## src/rtl/mac_pkg.sv

```systemverilog
// Shared definitions for the MAC processing-element family: saturation modes,
// accumulator range limits and a width sanity check.
`ifndef MAC_PKG_SV
`define MAC_PKG_SV

// Elaboration-time guard: the full-width product must fit in the accumulator.
`define MAC_WIDTH_CHECK(DW_, ACC_W_) \
    if ((ACC_W_) < 2 * (DW_)) begin : g_bad_width \
        $error("mac: ACC_W must be at least 2*DW"); \
    end

package mac_pkg;

    typedef enum logic {
        MAC_WRAP = 1'b0,
        MAC_SAT  = 1'b1
    } mac_sat_t;

    localparam int MAC_MAX_ACC_W = 64;

    // Signed max (want_max=1) or min of an acc_w-bit value, in the low acc_w bits.
    function automatic logic [MAC_MAX_ACC_W-1:0] acc_limit(input int acc_w, input logic want_max);
        logic [MAC_MAX_ACC_W-1:0] lim;
        lim = (64'd1 << (acc_w - 1)) - 64'd1;
        return want_max ? lim : ~lim;
    endfunction

endpackage

`endif

```

## src/rtl/mac_sat_add.sv

```systemverilog
// Combinational signed ACC_W-bit adder with optional clamping and an overflow flag.
module mac_sat_add
    import mac_pkg::*;
#(
    parameter int       ACC_W = 24,
    parameter mac_sat_t MODE  = MAC_SAT
) (
    input  logic signed [ACC_W-1:0] x,
    input  logic signed [ACC_W-1:0] y,
    output logic signed [ACC_W-1:0] sum,
    output logic                    ovf
);

    localparam logic [MAC_MAX_ACC_W-1:0] MAX64 = acc_limit(ACC_W, 1'b1);
    localparam logic [MAC_MAX_ACC_W-1:0] MIN64 = acc_limit(ACC_W, 1'b0);
    localparam logic [ACC_W-1:0]         MAX_V = MAX64[ACC_W-1:0];
    localparam logic [ACC_W-1:0]         MIN_V = MIN64[ACC_W-1:0];

    logic [ACC_W:0] wide;

    // The extra top bit carries the true sign; it disagreeing with bit ACC_W-1 means overflow.
    always_comb begin
        wide = {x[ACC_W-1], x} + {y[ACC_W-1], y};
        ovf  = wide[ACC_W] ^ wide[ACC_W-1];
        sum  = wide[ACC_W-1:0];
        if (ovf && (MODE == MAC_SAT)) begin
            sum = wide[ACC_W] ? MIN_V : MAX_V;
        end
    end

endmodule

```

## src/rtl/mac_pe_sys.sv

```systemverilog
// Pipelined signed multiply-accumulate cell for the systolic array: operand
// forwarding, dot-product framing with clr/last, registered result.
module mac_pe_sys
    import mac_pkg::*;
#(
    parameter int          DW    = 8,
    parameter int          ACC_W = 24,
    parameter int unsigned SAT   = 1
) (
    input  logic                    clk,
    input  logic                    rst,
    input  logic                    in_valid,
    input  logic signed [DW-1:0]    a,
    input  logic signed [DW-1:0]    b,
    input  logic                    clr,
    input  logic                    last,
    output logic signed [DW-1:0]    a_out,
    output logic signed [DW-1:0]    b_out,
    output logic                    fwd_valid,
    output logic                    fwd_clr,
    output logic                    fwd_last,
    output logic signed [ACC_W-1:0] acc,
    output logic signed [ACC_W-1:0] result,
    output logic                    out_valid,
    output logic                    overflow
);

    `MAC_WIDTH_CHECK(DW, ACC_W)

    localparam mac_sat_t MODE = (SAT != 0) ? MAC_SAT : MAC_WRAP;

    // Handshake: in_valid qualifies a, b, clr and last for one cycle; there is no
    // ready, so every valid beat is consumed. out_valid is a one-cycle pulse.
    logic                    s1_valid;
    logic                    s1_clr;
    logic                    s1_last;
    logic signed [ACC_W-1:0] prod;
    logic signed [2*DW-1:0]  mul;
    logic signed [ACC_W-1:0] mul_ext;
    logic signed [ACC_W-1:0] add_base;
    logic signed [ACC_W-1:0] add_sum;
    logic                    add_ovf;

    assign mul      = a * b;
    assign mul_ext  = ACC_W'(mul);
    assign add_base = s1_clr ? '0 : acc;

    mac_sat_add #(
        .ACC_W (ACC_W),
        .MODE  (MODE)
    ) u_add (
        .x   (add_base),
        .y   (prod),
        .sum (add_sum),
        .ovf (add_ovf)
    );

    always_ff @(posedge clk) begin
        if (rst) begin
            a_out     <= '0;
            b_out     <= '0;
            fwd_valid <= 1'b0;
            fwd_clr   <= 1'b0;
            fwd_last  <= 1'b0;
            s1_valid  <= 1'b0;
            s1_clr    <= 1'b0;
            s1_last   <= 1'b0;
            prod      <= '0;
            acc       <= '0;
            result    <= '0;
            out_valid <= 1'b0;
            overflow  <= 1'b0;
        end else begin
            fwd_valid <= in_valid;
            fwd_clr   <= in_valid & clr;
            fwd_last  <= in_valid & last;
            if (in_valid) begin
                a_out <= a;
                b_out <= b;
            end

            s1_valid <= in_valid;
            s1_clr   <= in_valid & clr;
            s1_last  <= in_valid & last;
            prod     <= mul_ext;

            out_valid <= s1_valid & s1_last;
            // A clr beat starts a fresh overflow history before its own add is judged.
            if (s1_valid) begin
                acc      <= add_sum;
                overflow <= (overflow & ~s1_clr) | add_ovf;
                if (s1_last) begin
                    result <= add_sum;
                end
            end
        end
    end

endmodule

```

## config.mk

```make
export PLATFORM = sky130hd
export DESIGN_NAME = mac_pe_sys
export DESIGN_NICKNAME = d
export VERILOG_FILES = /design/src/rtl/mac_pkg.sv /design/src/rtl/mac_sat_add.sv /design/src/rtl/mac_pe_sys.sv
export SDC_FILE = /design/constraint.sdc
export NUM_CORES = 1
export LEC_CHECK = 0
export CORE_ASPECT_RATIO = 1.4
export CORE_MARGIN = 1
export CORE_UTILIZATION = 56
export CTS_CLUSTER_SIZE = 30
export DETAILED_ROUTE_END_ITERATION = 16
export PLACE_DENSITY = 0.81
export SLEW_MARGIN = 10
export SYNTH_ARGS = -nofsm -noshare
export SYNTH_HDL_FRONTEND = slang
export SYNTH_SLANG_ARGS = --single-unit
```

## constraint.sdc

```tcl
create_clock -name clk -period 7.02 [get_ports clk]
set_input_delay 1.404 -clock clk [delete_from_list [all_inputs] [get_ports clk]]
set_output_delay 1.404 -clock clk [all_outputs]
set_load 0.01 [all_outputs]
```

After elaboration in Yosys (flattened, before gate mapping):

Index checks and enable logic that the tools add are counted.

* register bits after elaboration: 85
* latch bits: 0
* RAM bits: 0
* memory bits (read-only): 0
* logic and storage cells: 23
* memories: 0

* $add $sub $neg: 1
* multiply operators: 1
* divide/modulo/power cells: 0
* $lt $le $gt $ge: 0
* equal/unequal tests: 0
* shifts and indexed selects: 0
* muxes and demuxes: 3
* bitwise operators: 7
* reductions and logical operators: 1

Operator list (number)
* $mux W24: 3
* $add A24 B16 Y25: 1
* $mul A8 B8 Y16: 1
* $and A1 B1 Y1: 4
* $reduce_and A2 Y1: 1
* $not A1 Y1: 1
* $or A1 B1 Y1: 1
* $xor A1 B1 Y1: 1

Longest topological paths before layout:

Gate-level depths: netlist of the first run.

* word-level depth: 4
* depth in mapped cells: 17
* mapped depth without buffers: 17

Hierarchy:

Synthesis of the first run repeated with hierarchy kept, for this count alone.

* cell total of the unflattened synthesis: 845
* area total of the unflattened synthesis: 7149.4 µm²

By module, submodules not included
* mac_pe_sys: instances 1, cells each 596, area an instance 5452.7 µm², seq. area each 1701.6 µm²
* mac_sat_add: instances 1, cells each 249, area an instance 1696.6 µm², seq. area each 0.0 µm²

Worst setup path after synthesis of the first run:

Ideal clock, no wire load.

* kind: input-to-reg
* from: input port a[1]
* to: register prod[14]
* library setup time: 0.128 ns
* arrival time: 5.296 ns
* data required time: 6.892 ns
* slack: 1.596 ns
* cell stages on the path: 16
* buffers on the path: 0
* cells stage by stage: and2_1 > fa_1 > fa_1 > inv_1 > fa_1 > fa_1 > inv_1 > ha_1 > a21o_1 > a21oi_1 > o21bai_1 > a2111oi_0 > nor3_1 > a31oi_1 > xor2_1 > nor2_1

* longest elaborated chain between the ends: 1

Ends and longest elaborated chain
* from (decl): line mac_pe_sys.sv:13 `input logic signed [DW-1:0] a,`
* $mul A8 B8 Y16: line mac_pe_sys.sv:44 `assign mul = a * b;`
* to (signal assigned): line mac_pe_sys.sv:85 `prod <= mul_ext;`
* to (decl): line mac_pe_sys.sv:37 `logic signed [ACC_W-1:0] prod;`

No other way between the ends.
A chain may end at the register's enable or synchronous reset.

Final worst setup path of the first run:

Same ends and word-level chain as after synthesis.

==> impl_results.md, run 1 <==
- Status: finished, final reports clean
- PwrDens: ~320 nW/um2
- PortBufs: 89
- Setup TNS Final: 0 ns
- CP Launch Type: primary input
- Post-synth top area share: between 20% and 30%
- Fillers: just over 900
- Syn_nets: about 880
- Type of the most critical hold path: flip-flop to flip-flop
- Tot GR Track Use: 29.8%
- Share of cells above drive strength 1: 4.18%
- Placeable Area: 11500 um2
- Commonest cells in the netlist: inv_1 (86), dfxtp_1 (85), nor2_1 (67)
- M1 GR Usage: approximately 30%
- Post-Syn Area per Cell: slightly below 9 um2
- N_diodes: 0
- Slew HR: 25.6%
- LEAKAGE: 3.55 nW
- Post-CTS Resized: 0
- Crit-path max FO: 9
- Clock Path Buffers: 2
- Mapped cell area: 6640 um2
- Largest net degree at the start of global routing: 45
- Worst EP required: 7.23 ns
- Iter 0 DRT Violations: between 300 and 400
- Worst Setup End Kind: flip-flop
- Vias: 5492
- First-pass GRT wire length: about 28 mm
- WL/cell: 17.4 um
- Utilization after layout: 68.9%
- Setup Buffers After CTS: 0
- Max Slew Vio Count: 0
- Achievable Freq: between 150 and 200 MHz
- IO Count: 90
- Final worst-path cycle share: 86.2%
- Initial antenna violation count: 0
- Met3 global-route usage: under 10%
- Final WS setup: between 0.9 and 1 ns
- WS Path Type: primary input to flip-flop
- Tmin final: 6.05 ns
- Top FF cell, synth: dfxtp_1
- DR DRC count: 0
- Dpl ws: 0.668 ns
- Synth area leader: dfxtp_1
- Cells after Synth: about 750
- Max VDD drop: ~0.00018 V
- Die Width: about 94 um
- Final #Nets: 962
- Total die area: between 10000 and 15000 um2
- Worst-path clk slew: approximately 0.06 ns
- Met2 Use GR: approximately 58%
- Detail Placement HPWL: between 10 and 15 mm
- Clock latency on the worst-skew pair: between 0.3 and 0.4 ns
- Initial Util: between 50% and 60%
- Count leader, synth: inv_1
- RSZ-0062 raised after global routing: no
- Worst Path Arrival: about 6.3 ns
- Ranking of synthesized cells by area: dfxtp_1 (26%), fa_1 (17%), ha_1 (10%)
- Syn. warnings: 0
- CTS Buf Count: 9
- CTS H-tree depth: 3
- Synthesis-to-layout area growth: 18.9%
- Design Area, Final: between 7000 and 8000 um2
- Placed cell areas: approximately 7600 um2
- Yosys reg bits: 85
- Worst Clk Skew: about 0.012 ns
- Count of different cell masters after synthesis: 56
- Measured slew at the worst slew-check pin: around 1.1 ns
- WL final: ~17 mm
- GP Congestion: 0.899
- Post-route ant nets: 0
- MaxCap Viol Count: 0
- # rows: 46
- First-pass DRT Iterations: 4
- Num Clock Sinks: 85
- Vias in the first global route: between 5000 and 6000
- Total power: between 2 and 3 mW
- EDFF count, synth: 0
- Vias per cell: about 5.6
- Final Hold Fails: 0
- Sequential area share after synthesis: around a quarter
- CTS tree: yes
- Setup-failing EPs final: 0
- Clock tree root driver cell: clkbuf_16
- Die H: 131 um
- Ys async rst share: 0%
- GRT overflow: 0
- Cts hold-fix bufs: 0
- Global routing's busiest layer: met2
==> registers in the layout, summed over array words and instances (netlist names) <==
| register | count |
|---|---|
| acc | 24 |
| a_out | 8 |
| result | 24 |
| out_valid | 1 |
| prod | 16 |
| overflow | 1 |
| s1_valid | 1 |
| b_out | 8 |
| s1_last | 1 |
| s1_clr | 1 |
==> power breakdown <==
group	switching [mW]	internal (mW)
combinational	0.830	0.622
clock	0.211	0.254
sequential	0.0601	0.558
==> worst max-delay path, stage by stage <==
cell and delay [ns]:
clkdlybuf4s50_1 0.55, and2_1 0.25, fa_1 0.45, fa_1 0.55
inv_1 0.05, fa_1 0.47, fa_1 0.54, inv_1 0.04
ha_1 0.32, a21o_1 0.19, a21oi_1 0.27, o21bai_1 0.12
a2111oi_0 0.45, nor3_1 0.15, a31oi_1 0.22, xor2_1 0.16
nor2_1 0.05
==> cell usage in the layout (no fill, tap or decap), types with 3 or more instances in the layout <==
cell type,n
clkdlybuf4s50_1,89
inv_1,86
dfxtp_1,85
nor2_1,67
nand2_1,61
fa_1,56
ha_1,53
o21ai_0,47
and2_1,46
a21oi_1,33
nor2b_1,31
xnor2_1,23
mux2i_1,17
a22o_1,14
xor2_1,13
a21o_1,10
clkbuf_16,9
nor3_1,8
nand2b_1,6
nand3_1,6
and3_1,5
o211ai_1,4
a211oi_1,4
o21bai_1,4
a31oi_1,4
o21a_1,3
a31o_2,3
a211oi_2,3
a21boi_0,3
clkinvlp_4,3
buf_4,3
==> routing by layer <==
layer,up-vias,part of all wire [%]
met5,-,0
met4,0,4.2
met3,56,3.8
met2,161,55
met1,2627,37
li1,2648,-
==> per-stage QoR <==
stage	cells	hold WS, ns
final	981	0.456
after global routing	981	0.482
after CTS	981	0.457
after detailed placement	965	0.446
after global placement	965	0.436
after floorplan	754	0.472
==> final timing paths <==
kind                                 start    endpoint  slack, ns  cells after the start
worst max-delay path                  a[1]    prod[14]       0.97                     17
worst min-delay path            result[22]  result[22]       0.46                      2
worst max register to register      s1_clr      acc[0]       2.38                     11
worst min register to register  result[22]  result[22]       0.46                      2
==> area by class of cell <==
class	count	area (um2)	share of cell area (%)
inverters	86	323	4.09
repair buffers	92	913	11.6
multi-input cells	558	4490	56.9
clock inverters	5	42.5	0.539
flip-flops and latches	85	1700	21.6
clock buffers	11	243	3.08
well taps	144	180	2.28
==> kinds of logic (layout without fill, tap and decap cells) <==
group                      Yosys count  in the layout  share of synthesized area (%)
DFF                                 85             85                           25.6
and+or+nand+nor                    242            242                           18.1
buffers and inverters              111            194                           6.75
AOI/OAI and AO/OA                  152            152                           15.0
muxes                               18             18                           2.73
xor gates and xnor gates            36             36                           4.75
adders and majority gates          110            110                           27.1
Note: power is estimated with default switching activity, not from simulation.
==> run 2: changes to the inputs <==
SKIP_LAST_GASP = 1   (was not set)
==> results of run 2 <==
Same layout as run 1: the final DEF is identical, and so are final timing and power.
==> run 3: changes to the inputs <==
CORE_MARGIN = 2   (was 1)
GPL_ROUTABILITY_DRIVEN = 0   (was not set)
SLEW_MARGIN = 20   (was 10)
==> impl_results.md, run 3 (synthesis gave the netlist of run 1 again) <==
- Status: finished, final reports clean (unchanged)
- Type of the most critical hold path: flip-flop to flip-flop (unchanged)
- CTS H-tree depth: 3 (unchanged)
- Setup slack, reg-to-reg: 2.39 ns (was 2.38 ns)
- CP top delay family: adder cells (unchanged)
- Crit-path cells: clkdlybuf4s50_1 -> and2_1 -> fa_1 -> fa_1 -> inv_1 -> fa_1 -> fa_1 -> inv_1 -> ha_1 -> a21o_1 -> a21oi_1 -> o21bai_1 -> a2111oi_0 -> nor3_1 -> a31oi_1 -> xor2_1 -> nor2_1 (unchanged)
- Biggest registers after layout: acc: 24 flops, result: 24 flops, prod: 16 flops (unchanged)
- WS Path Type: primary input to flip-flop (unchanged)
- DR DRC count: 0 (unchanged)
- Largest net degree at the start of global routing: 45 (unchanged)
- CP max stage delay: 0.56 ns (was 0.55 ns)
- CP Launch Type: primary input (unchanged)
- # rows: 47 (was 46)
- Vias in the first global route: 5798 (was 5865)
- PortBufs: 89 (unchanged)
- Initial antenna violation count: 0 (unchanged)
- Max VDD drop: 0.000159 V (was 0.000178 V)
- Register area: 1700 um2 (unchanged)
- Cells after DPL: 968 (was 965)
- N_diodes: 0 (unchanged)
- Worst Path Arrival: 6.20 ns (was 6.26 ns)
- Total power: 2.57 mW (was 2.53 mW)
- IO Count: 90 (unchanged)
- Tmin final: 5.98 ns (was 6.05 ns)
- GRT overflow: 0 (unchanged)
- Most Frequent Cell on Critical Path: fa_1 (unchanged)
- Area of the multi-input gates: 4490 um2 (unchanged)
- Placeable Area: 11700 um2 (was 11500 um2)
- Detail Placement HPWL: 13.1 mm (was 13.8 mm)
- Final worst-path cycle share: 85.2% (was 86.2%)
- Met3 global-route usage: 4.10% (was 4.40%)
- Fillers: 922 (was 935)
- Commonest non-fill, non-tap cells in the layout: clkdlybuf4s50_1 (89), inv_1 (86), dfxtp_1 (85) (unchanged)
- Worst-path clk slew: 0.07 ns (was 0.06 ns)
- Final Hold Fails: 0 (unchanged)
- First-pass GRT wire length: 27.0 mm (was 28.1 mm)
- Synthesis-to-layout area growth: 19.3% (was 18.9%)
- Post-CTS Resized: 0 (unchanged)
- Commonest non-fill, non-tap cell in the layout: clkdlybuf4s50_1 (unchanged)
- Setup-failing EPs final: 0 (unchanged)
- Met2 Use GR: 48.9% (was 58.1%)
- CTS Buf Count: 9 (unchanged)
- Initial Util: 56.7% (was 58.0%)
- Clock latency on the worst-skew pair: 0.35 ns (was 0.34 ns)
- Post-route ant nets: 0 (unchanged)
- Worst Setup End Kind: flip-flop (unchanged)
- WL/cell: 16.7 um (was 17.4 um)
- Fin cells: 984 (was 981)
- Die Width: 96.0 um (was 94.0 um)
- Vias: 5590 (was 5492)
- Tot GR Track Use: 26.9% (was 29.8%)
- Global routing's busiest layer: met2 (unchanged)
- M1 GR Usage: 29.1% (was 29.8%)
- Achievable Freq: 167 MHz (was 165 MHz)
- Vias per cell: 5.68 (was 5.60)
- CTS tree: yes (unchanged)
- PwrDens: 325 nW/um2 (was 321 nW/um2)
- Num Clock Sinks: 85 (unchanged)
- WL final: 16.4 mm (was 17.1 mm)
- Iter 0 DRT Violations: 229 (was 311)
- Worst EP required: 7.24 ns (was 7.23 ns)
- Cts hold-fix bufs: 0 (unchanged)
- Share of cells above drive strength 1: 4.30% (was 4.18%)
- RSZ-0062 raised after global routing: no (unchanged)
- Total die area: 12800 um2 (was 12300 um2)
- Die H: 133 um (was 131 um)
- Crit-path max FO: 9 (unchanged)
- Setup TNS Final: 0 ns (unchanged)
- Measured slew at the worst slew-check pin: 1.11 ns (about the same)
- Crit path buf inv count: 3 (unchanged)
- LEAKAGE: 3.56 nW (was 3.55 nW)
- Final #Nets: 962 (unchanged)
- Slew HR: 25.6% (about the same)
- Clock tree root driver cell: clkbuf_16 (unchanged)
- Slowest CP cell: clkdlybuf4s50_1 (unchanged)
- MaxCap Viol Count: 0 (unchanged)
- Max Slew Vio Count: 0 (unchanged)
- Worst Clk Skew: 0.00930 ns (was 0.0117 ns)
- Clock Path Buffers: 2 (unchanged)
- Setup Buffers After CTS: 0 (unchanged)
- First-pass DRT Iterations: 5 (was 4)
[run 3: power breakdown]
group | internal (mW) | leakage, nW | switching (mW)
sequential | 0.558 | 0.695 | 0.0554
combinational | 0.621 | 2.72 | 0.835
clock | 0.289 | 0.147 | 0.212
total | 1.47 | 3.56 | 1.10
[run 3: path summary, 6_finish.rpt]
check             from  cells past startpoint         to
max reg2reg     s1_clr                     11     acc[0]
max               a[1]                     17   prod[14]
min reg2reg  result[0]                      2  result[0]
min          result[0]                      2  result[0]
[run 3: cell type report]
class,instances,share of cell area [%]
inverter,86,4.08
sequential,85,21.5
tap,147,2.32
clock buffer,10,3.02
clock inverter,6,0.885
timing repair buffer,92,11.5
multi-input combinational,558,56.7
[run 3: worst min-delay path, cell delays in order, from the launching register on]
cell	delay, ns
dfxtp_1	0.33
nand2_1	0.04
o21ai_0	0.05
[run 3: layer usage]
metal  routed length [um]  up-vias
met2                 8870      192
li1                     -     2656
met1                 6200     2694
met3                  707       48
met4                  663        0
met5                    0        -
[run 3: metrics by stage]
stage / hold WS, ns / util (%) / instance area (um2) / setup WS (ns)
detailed placement: 0.449 / 65.0 / 7610 / 0.720
floorplan: 0.472 / - / 6640 / 1.60
global placement: 0.437 / 65.0 / 7610 / 0.801
finish: 0.455 / 67.7 / 7920 / 1.04
CTS: 0.460 / 67.7 / 7920 / 1.08
global route: 0.484 / 67.7 / 7920 / 0.689
